`src/rtl/ringbuffer_level_pkg.sv`:
```
`default_nettype none
// ============================================================================
// Module      : ringbuffer_level_pkg
// Description : Shared ring-buffer constants: drop-counter width, overwrite
//               mode encodings and the strobe-combination encoding used by
//               the level tracker.
// Revision    : 1.0 - initial release
// ============================================================================
package ringbuffer_level_pkg;

    // Width of the saturating dropped-write counter.
    localparam int DROP_COUNT_W = 8;

    // Overwrite mode encodings for the OVERWRITE parameter.
    localparam int OVERWRITE_DROP   = 0;   // discard a write that hits a full buffer
    localparam int OVERWRITE_OLDEST = 1;   // replace the oldest entry instead

    // {write_done, read_done} combination seen in a cycle.
    typedef enum logic [1:0] {
        EV_IDLE  = 2'b00,
        EV_READ  = 2'b01,
        EV_WRITE = 2'b10,
        EV_BOTH  = 2'b11
    } strobe_ev_t;

endpackage : ringbuffer_level_pkg
`default_nettype wire

```
`src/rtl/ringbuffer_level_sat_counter.sv`:
```
`default_nettype none
// ============================================================================
// Module      : sat_counter
// Description : Up-counter that sticks at its all-ones value.
//               Ports:
//                 clk    - rising-edge clock
//                 reset  - asynchronous active-low reset (count -> 0)
//                 inc    - count one event this cycle
//                 clear  - synchronous clear, wins over inc
//                 count  - current count, WIDTH bits
// Revision    : 1.0 - initial release
// ============================================================================
module sat_counter #(
    parameter int WIDTH = 8
) (
    input  logic             clk,
    input  logic             reset,
    input  logic             inc,
    input  logic             clear,
    output logic [WIDTH-1:0] count
);

    localparam logic [WIDTH-1:0] c_one = WIDTH'(1);

    logic [WIDTH-1:0] r_count;
    logic             w_at_max;

    assign w_at_max = &r_count;

    always_ff @(posedge clk or negedge reset) begin
        if (!reset) begin
            r_count <= '0;
        end else if (clear) begin
            r_count <= '0;
        end else if (inc && !w_at_max) begin
            r_count <= r_count + c_one;
        end
    end

    assign count = r_count;

endmodule : sat_counter
`default_nettype wire

```
`src/rtl/ringbuffer_level.sv`:
```
`default_nettype none
// ============================================================================
// Module      : ringbuffer_level
// Description : Pointer and fill-level tracker for a 2**BITS entry ring
//               buffer, with status flags and a dropped-write counter.
//               Ports:
//                 clk         - rising-edge clock
//                 reset       - asynchronous active-low reset
//                 write_done  - one entry written at write_addr (per cycle)
//                 read_done   - one entry consumed at read_addr (per cycle)
//                 flush       - synchronous clear, overrides both strobes
//                 write_addr  - next slot to write            (BITS)
//                 read_addr   - oldest valid slot             (BITS)
//                 level       - valid entries 0..2**BITS      (BITS+1)
//                 empty/full/almost_full - decodes of level
//                 overflow    - sticky, write seen while full (alone)
//                 underflow   - sticky, read seen while empty
//                 drop_count  - saturating count of writes hitting full
// Revision    : 1.0 - initial release
// ============================================================================
module ringbuffer_level
    import ringbuffer_level_pkg::*;
#(
    parameter int BITS        = 7,
    parameter int ALMOST_FULL = 2**BITS - 4,
    parameter int OVERWRITE   = OVERWRITE_DROP
) (
    input  logic                    clk,
    input  logic                    reset,
    input  logic                    write_done,
    input  logic                    read_done,
    input  logic                    flush,
    output logic [BITS-1:0]         write_addr,
    output logic [BITS-1:0]         read_addr,
    output logic [BITS:0]           level,
    output logic                    empty,
    output logic                    full,
    output logic                    almost_full,
    output logic                    overflow,
    output logic                    underflow,
    output logic [DROP_COUNT_W-1:0] drop_count
);

    localparam logic [BITS:0]   c_depth       = {1'b1, {BITS{1'b0}}};
    localparam logic [BITS:0]   c_almost_full = (BITS+1)'(ALMOST_FULL);
    localparam logic [BITS:0]   c_lvl_one     = (BITS+1)'(1);
    localparam logic [BITS-1:0] c_ptr_one     = BITS'(1);

    logic [BITS-1:0] r_write_addr, w_write_addr_nxt;
    logic [BITS-1:0] r_read_addr,  w_read_addr_nxt;
    logic [BITS:0]   r_level,      w_level_nxt;
    logic            r_overflow,   w_overflow_nxt;
    logic            r_underflow,  w_underflow_nxt;

    logic            w_overwrite;
    logic            w_empty;
    logic            w_full;
    logic            w_drop;
    strobe_ev_t      w_ev;

    // Overwrite behaviour is fixed at elaboration time.
    generate
        if (OVERWRITE == OVERWRITE_OLDEST) begin : g_ow_oldest
            assign w_overwrite = 1'b1;
        end else begin : g_ow_drop
            assign w_overwrite = 1'b0;
        end
    endgenerate

    assign w_empty = (r_level == '0);
    assign w_full  = (r_level == c_depth);
    assign w_ev    = strobe_ev_t'({write_done, read_done});

    // Only a lone write into a full buffer counts as a drop; a paired
    // read makes room, so that case is accepted normally.
    assign w_drop  = (w_ev == EV_WRITE) && w_full && !flush;

    always_comb begin
        w_write_addr_nxt = r_write_addr;
        w_read_addr_nxt  = r_read_addr;
        w_level_nxt      = r_level;
        w_overflow_nxt   = r_overflow;
        w_underflow_nxt  = r_underflow;

        if (flush) begin
            w_write_addr_nxt = '0;
            w_read_addr_nxt  = '0;
            w_level_nxt      = '0;
            w_overflow_nxt   = 1'b0;
            w_underflow_nxt  = 1'b0;
        end else begin
            case (w_ev)
                EV_WRITE: begin
                    if (!w_full) begin
                        w_write_addr_nxt = r_write_addr + c_ptr_one;
                        w_level_nxt      = r_level + c_lvl_one;
                    end else begin
                        w_overflow_nxt = 1'b1;
                        // Overwrite mode pushes the oldest entry out, so the
                        // read side advances with the write side.
                        if (w_overwrite) begin
                            w_write_addr_nxt = r_write_addr + c_ptr_one;
                            w_read_addr_nxt  = r_read_addr + c_ptr_one;
                        end
                    end
                end
                EV_READ: begin
                    if (!w_empty) begin
                        w_read_addr_nxt = r_read_addr + c_ptr_one;
                        w_level_nxt     = r_level - c_lvl_one;
                    end else begin
                        w_underflow_nxt = 1'b1;
                    end
                end
                EV_BOTH: begin
                    w_write_addr_nxt = r_write_addr + c_ptr_one;
                    if (w_empty) begin
                        // Nothing to read yet: keep the write, reject the read.
                        w_level_nxt     = c_lvl_one;
                        w_underflow_nxt = 1'b1;
                    end else begin
                        w_read_addr_nxt = r_read_addr + c_ptr_one;
                    end
                end
                default: begin
                end
            endcase
        end
    end

    always_ff @(posedge clk or negedge reset) begin
        if (!reset) begin
            r_write_addr <= '0;
            r_read_addr  <= '0;
            r_level      <= '0;
            r_overflow   <= 1'b0;
            r_underflow  <= 1'b0;
        end else begin
            r_write_addr <= w_write_addr_nxt;
            r_read_addr  <= w_read_addr_nxt;
            r_level      <= w_level_nxt;
            r_overflow   <= w_overflow_nxt;
            r_underflow  <= w_underflow_nxt;
        end
    end

    sat_counter #(
        .WIDTH (DROP_COUNT_W)
    ) u_drop_counter (
        .clk   (clk),
        .reset (reset),
        .inc   (w_drop),
        .clear (flush),
        .count (drop_count)
    );

    assign write_addr  = r_write_addr;
    assign read_addr   = r_read_addr;
    assign level       = r_level;
    assign overflow    = r_overflow;
    assign underflow   = r_underflow;
    assign empty       = w_empty;
    assign full        = w_full;
    assign almost_full = (r_level >= c_almost_full);

endmodule : ringbuffer_level
`default_nettype wire

```
`config.mk`:
```
export PLATFORM = sky130hd
export DESIGN_NAME = ringbuffer_level
export DESIGN_NICKNAME = d
export VERILOG_FILES = /design/src/rtl/ringbuffer_level_pkg.sv /design/src/rtl/ringbuffer_level_sat_counter.sv /design/src/rtl/ringbuffer_level.sv
export SDC_FILE = /design/constraint.sdc
export NUM_CORES = 1
export LEC_CHECK = 0
export BUFFER_PORTS_ARGS = -buffer_cell sky130_fd_sc_hd__buf_2
export CAP_MARGIN = 20
export CORE_MARGIN = 2
export CORE_UTILIZATION = 55
export DETAILED_ROUTE_END_ITERATION = 10
export PLACE_DENSITY = 0.88
export SLEW_MARGIN = 20
export SYNTH_ARGS = -nofsm -noshare
export SYNTH_HDL_FRONTEND = slang
export SYNTH_SLANG_ARGS = --single-unit
```
`constraint.sdc`:
```
create_clock -name clk -period 2.15 [get_ports clk]
set_clock_uncertainty 0.05 [all_clocks]
set_input_delay 0.43 -clock clk [delete_from_list [all_inputs] [get_ports clk]]
set_output_delay 0.43 -clock clk [all_outputs]
set_load 0.05 [all_outputs]
```
# Word level (Yosys, flattened, before mapping)

Index checks and enable logic that the tools add are counted.

Input bits: 5
Word-level logic and storage cells: 59
Memories: 0
Output and inout bits: 35
Memory bits (read-only): 0
Latch bits: 0
Register bits after elaboration: 32
RAM bits: 0

Eq/ne operators: 8
Bitwise operators: 0
Multiplexer cells: 19
Reduce and logical (&&, ||, !) cells: 20
$mul: 0
Add/subtract/negate cells: 5
Divide/modulo/power cells: 0
$lt $le $gt $ge: 1
Shift operators: 0

Operator list:

| cell                | count |
|---|---|
| $mux 8              | 6 |
| $mux 7              | 5 |
| $pmux 8 s3          | 1 |
| $add 8x1->8 const B | 2 |
| $add 7x1->7 const B | 2 |
| $pmux 7 s2          | 1 |
| $reduce_bool 2->1   | 5 |
| $ne 3x3->1 const B  | 3 |
| $eq 8x8->1 const B  | 1 |
| $ge 8x7->1 const B  | 1 |
| $logic_not 8->1     | 1 |
| $reduce_and 2->1    | 4 |
| $reduce_and 8->1    | 1 |
| $sub 8x1->8 const B | 1 |
| $mux 1              | 6 |
| $eq 2x2->1 const B  | 2 |
| $reduce_and 4->1    | 1 |
| $reduce_bool 4->1   | 1 |
| $logic_and 1x1->1   | 3 |
| $reduce_bool 3->1   | 1 |
| $eq 2x1->1 const B  | 1 |
| $logic_not 1->1     | 2 |
| $ne 2x2->1 const B  | 1 |
| $reduce_or 2->1     | 1 |

# Longest topological paths before layout

Depth in word-level cells: 6
Mapped depth: 8
Depth with buffers taken out: 8

# Cells and area by module

Synthesis repeated with hierarchy kept, for this count alone.

Cells, all modules: 201
Area, all modules: 1948.1 um2

Modules (own cells, without submodules):

| module           | sequential area each (um2) | instances | area an instance (um2) | cells each |
|---|---|---|---|---|
| ringbuffer_level | 600.6                      | 1         | 1442.6                 | 154 |
| sat_counter      | 200.2                      | 1         | 505.5                  | 47 |

# Least setup slack after synthesis

No wires, ideal clock.

Path kind: reg-to-output
Start: register r_level[2], in the netlist level[2]
End: output almost_full
Arrival: 2192 ps
Slack: -522 ps
Cell stages (with the launch flop): 4
Path buffers: 1
Data required time: 1670 ps
Cells stage by stage: dfrtp_1 > clkbuf_1 > nand3_1 > o21ai_0

Cells in the longest elaborated chain, start to end: 1

Ends and longest elaborated chain:

| what                   | line                    | RTL |
|---|---|---|
| start, declared        | ringbuffer_level.sv:51  | `logic [BITS:0] r_level, w_level_nxt;` |
| start signal, assigned | ringbuffer_level.sv:141 | `r_level <= w_level_nxt;` |
| $ge 8x7->1             | ringbuffer_level.sv:164 | `assign almost_full = (r_level >= c_almost_full);` |
| end, declared          | ringbuffer_level.sv:38  | `output logic almost_full,` |

Every way passes these cells.

# Final worst setup path

Start: register r_level[4], in the netlist level[4]
End: output full

Cells in the longest elaborated chain, start to end: 1

Ends and longest elaborated chain:

| what          | line                   | RTL |
|---|---|---|
| $eq 8x8->1    | ringbuffer_level.sv:71 | `assign w_full = (r_level == c_depth);` |
| end, declared | ringbuffer_level.sv:37 | `output logic full,` |

Every way passes these cells.

==> flow_metrics.py <==
metrics = {
    "critical_path": {
        "r2r-end": "level[2]",
        "path_buf_inv": 1,
        "cp_slowest_cell": "dfrtp_2",
        "slowest_delay_ps": 430,
        "rrSetupSlack_ps": 190,
        "crit_family": "simple AND/OR/NAND/NOR gates",
        "crit_type": "flop to primary output",
        "endpoint": "full",
        "required_ps": 1670,
        "cp-startpoint": "level[4]",
        "cp-start-kind": "flop",
        "path_cells": "nor4_4 -> nand2_2 -> nor2_2 -> buf_2",
        "crit_path_end_kind": "primary output",
        "crit_cells": 4,
        "ff2ff_path_depth": 5,
        "path_max_fanout": 5,
        "arrival_ps": 1600,
        "regToRegStartpoint": "level[4]",
    },
    "drt": {
        "first_pass_iters": 4,
        "wl_um": 4670,
        "via_per_inst": 5.85,
        "via_count": 1819,
        "drt_iter0_drc": 180,
        "wl_per_cell_um": 15.0,
        "ant_nets": 0,
        "drc": 0,
    },
    "yosys": {
        "syn_area_um2": 2030,
        "synthTopCellsByArea": "dfrtp_1 (39%), xor2_1 (6.0%), nor2_1 (5.0%)",
        "ys_warn_count": 0,
        "synthArstFlopShare_pct": 100,
        "synth_edf_count": 0,
        "postSynthCellCount": 211,
        "ys_seq_elements": 32,
        "synth_top_cell_by_area": "dfrtp_1",
        "ys.flop_type": "dfrtp_1",
        "yosysSeqAreaShare_pct": 39.5,
        "postSynthAreaPerCell_um2": 9.61,
        "synth.distinct_cells": 48,
        "yosysTopAreaCellShare_pct": 39.5,
        "syn_nets": 223,
    },
    "layout": {
        "antenna_cells": 0,
        "fill_cells": 274,
        "drive_gt1_share_pct": 30.8,
        "syn2layout_area_growth_pct": 20.7,
        "register_area_um2": 803,
        "fin_util_pct": 67.9,
        "multi_input_area_um2": 1170,
        "nets": 275,
    },
    "floorplan": {
        "start_util_pct": 56.2,
        "core_um2": 3610,
        "num_io_pins": 40,
        "row_count": 22,
        "die-area_um2": 4190,
        "die_w_um": 64.7,
        "die_h_um": 64.7,
    },
    "grt": {
        "grt_pass1_wl_um": 7600,
        "antenna_found_initial": 0,
        "grt_usage_pct": 23.5,
        "grt_max_degree": 33,
        "grt_pass1_vias": 1701,
        "gr-total-overflow": 0,
    },
    "clocking": {
        "cts_sinks": 32,
        "cts.path.max_buffers": 2,
        "tritoncts": "done",
        "cts_root_buffer": "clkbuf_8",
        "cts_setup_buffers": 0,
        "clkTransAtPathRegs_ps": 60,
        "postCtsHoldBufs": 0,
        "clock_latency_ps": 290,
        "cts.htree.levels": 2,
        "postCtsResizedCells": 0,
        "cts_buffers": 5,
    },
    "hold_path": {
        "hold_class": "input port to async pin",
    },
    "sta": {
        "fin_tns_setup_ps": 0,
        "finalCritPeriodShare_pct": 96.6,
        "period_needed_ps": 2080,
        "finalSetupViolCount": 0,
        "final-max-slew-violation-count": 0,
        "rsz0062_at_grt": "false",
        "fmax_mhz": 481,
        "hold_viol_final": 0,
        "setup_ws_ps": 72.1,
        "slew_headroom_pct": 51.0,
        "worst_slew_pin_slew_ps": 731,
    },
    "power": {
        "max-vdd-ir-drop_uv": 385,
        "pwr_density_cell_nw_per_um2": 815,
        "power_leakage_nw": 1.21,
        "power.total_mw": 2.00,
    },
    "placement": {
        "hpwlAfterDp_um": 3390,
        "place_ws_ps": -22.8,
        "place.gp.congestion": 0.912,
        "io_buffers": 39,
    },
    "flow_run": {
        "cap_violations": 0,
    },
    "status": {
        "status": "finished, final reports clean",
    },
}
## cell type report
class / instances / area share [%]
Clock buffer: 6 / 2.96
Clock inverter: 1 / 0.204
Inverter: 5 / 0.766
Multi-Input combinational cell: 164 / 47.9
Sequential cell: 32 / 32.8
Tap cell: 48 / 2.45
Timing Repair Buffer: 55 / 12.9
## per-layer routing
metal / up-vias / part of all wire, % / global-route usage (%)
met4: 0 / 2.0 / 12.5
met2: 57 / 50 / 39.3
met1: 881 / 43 / 29.2
li1: 874 / - / -
met3: 7 / 4.3 / 3.82
met5: - / 0 / 0
## sequential cells by signal, summed over array words and instances (netlist names)
name and flops:
overflow 1, write_addr 7, underflow 1, read_addr 7, level 8, u_drop_counter.count 8
## Yosys cell counts (all sizes together) (3+ instances only)
cell / instances
a31oi: 6
a311oi: 3
inv: 5
and3: 6
ha: 7
clkbuf: 4
mux2i: 3
a211oi: 6
a21oi: 9
nor2: 29
nand3: 7
nand4: 5
nand2b: 5
a22o: 5
nand2: 12
xor2: 14
xnor2: 10
dfrtp: 32
nor3: 5
buf: 6
o21ai: 9
## metrics by stage
step / instances / area (um^2) / hold slack [ps]
after floorplan: 211 / 2040 / 84.4
after global placement: 304 / 2360 / 450
after detailed placement: 304 / 2360 / 457
after CTS: 311 / 2440 / 158
after global routing: 311 / 2450 / 210
final: 311 / 2450 / 137
## worst min path at each step
stage,depth (start not counted),slack (ps),endpoint
after global routing,1,210,read_addr[5]
final,1,140,read_addr[5]
after detailed placement,1,460,read_addr[5]
after floorplan,0,80,level[0]
after global placement,2,450,underflow
after CTS,1,160,u_drop_counter.count[4]
## kinds of logic (layout without fill, tap and decap cells)
group	count (synthesis)	count (layout)	synth area share, %
adders and majority gates	7	7	4.32
and+or+nand+nor	76	76	20.7
buffers and inverters	15	67	3.39
xor gates and xnor gates	24	24	10.4
muxes	4	4	2.22
AOI/OAI and AO/OA	53	53	19.6
DFF	32	32	39.5
## cell usage in the layout, fill, tap and decap left out, drive strengths merged, types with 2 or more instances in the layout
cell,instances
a21oi,9
a311oi,3
and3,6
nand4,5
o21ai,9
a211oi,6
a31oi,6
a22o,5
nor3,5
buf,55
dfrtp,32
xnor2,10
o21a,2
nand2b,5
clkbuf,6
or3,2
nand3,7
ha,7
a211o,2
inv,5
mux2i,3
o22ai,2
nand2,12
xor2,14
nor2,29
a2111oi,2
## where the power goes
group          switching [mW]  leakage [nW]  total (mW)  internal (mW)
clock network           0.214        0.0410       0.434          0.220
logic                   0.563         0.731       0.849          0.286
registers              0.0629         0.437       0.712          0.650
No activity file was read; power rests on OpenSTA's default activity.
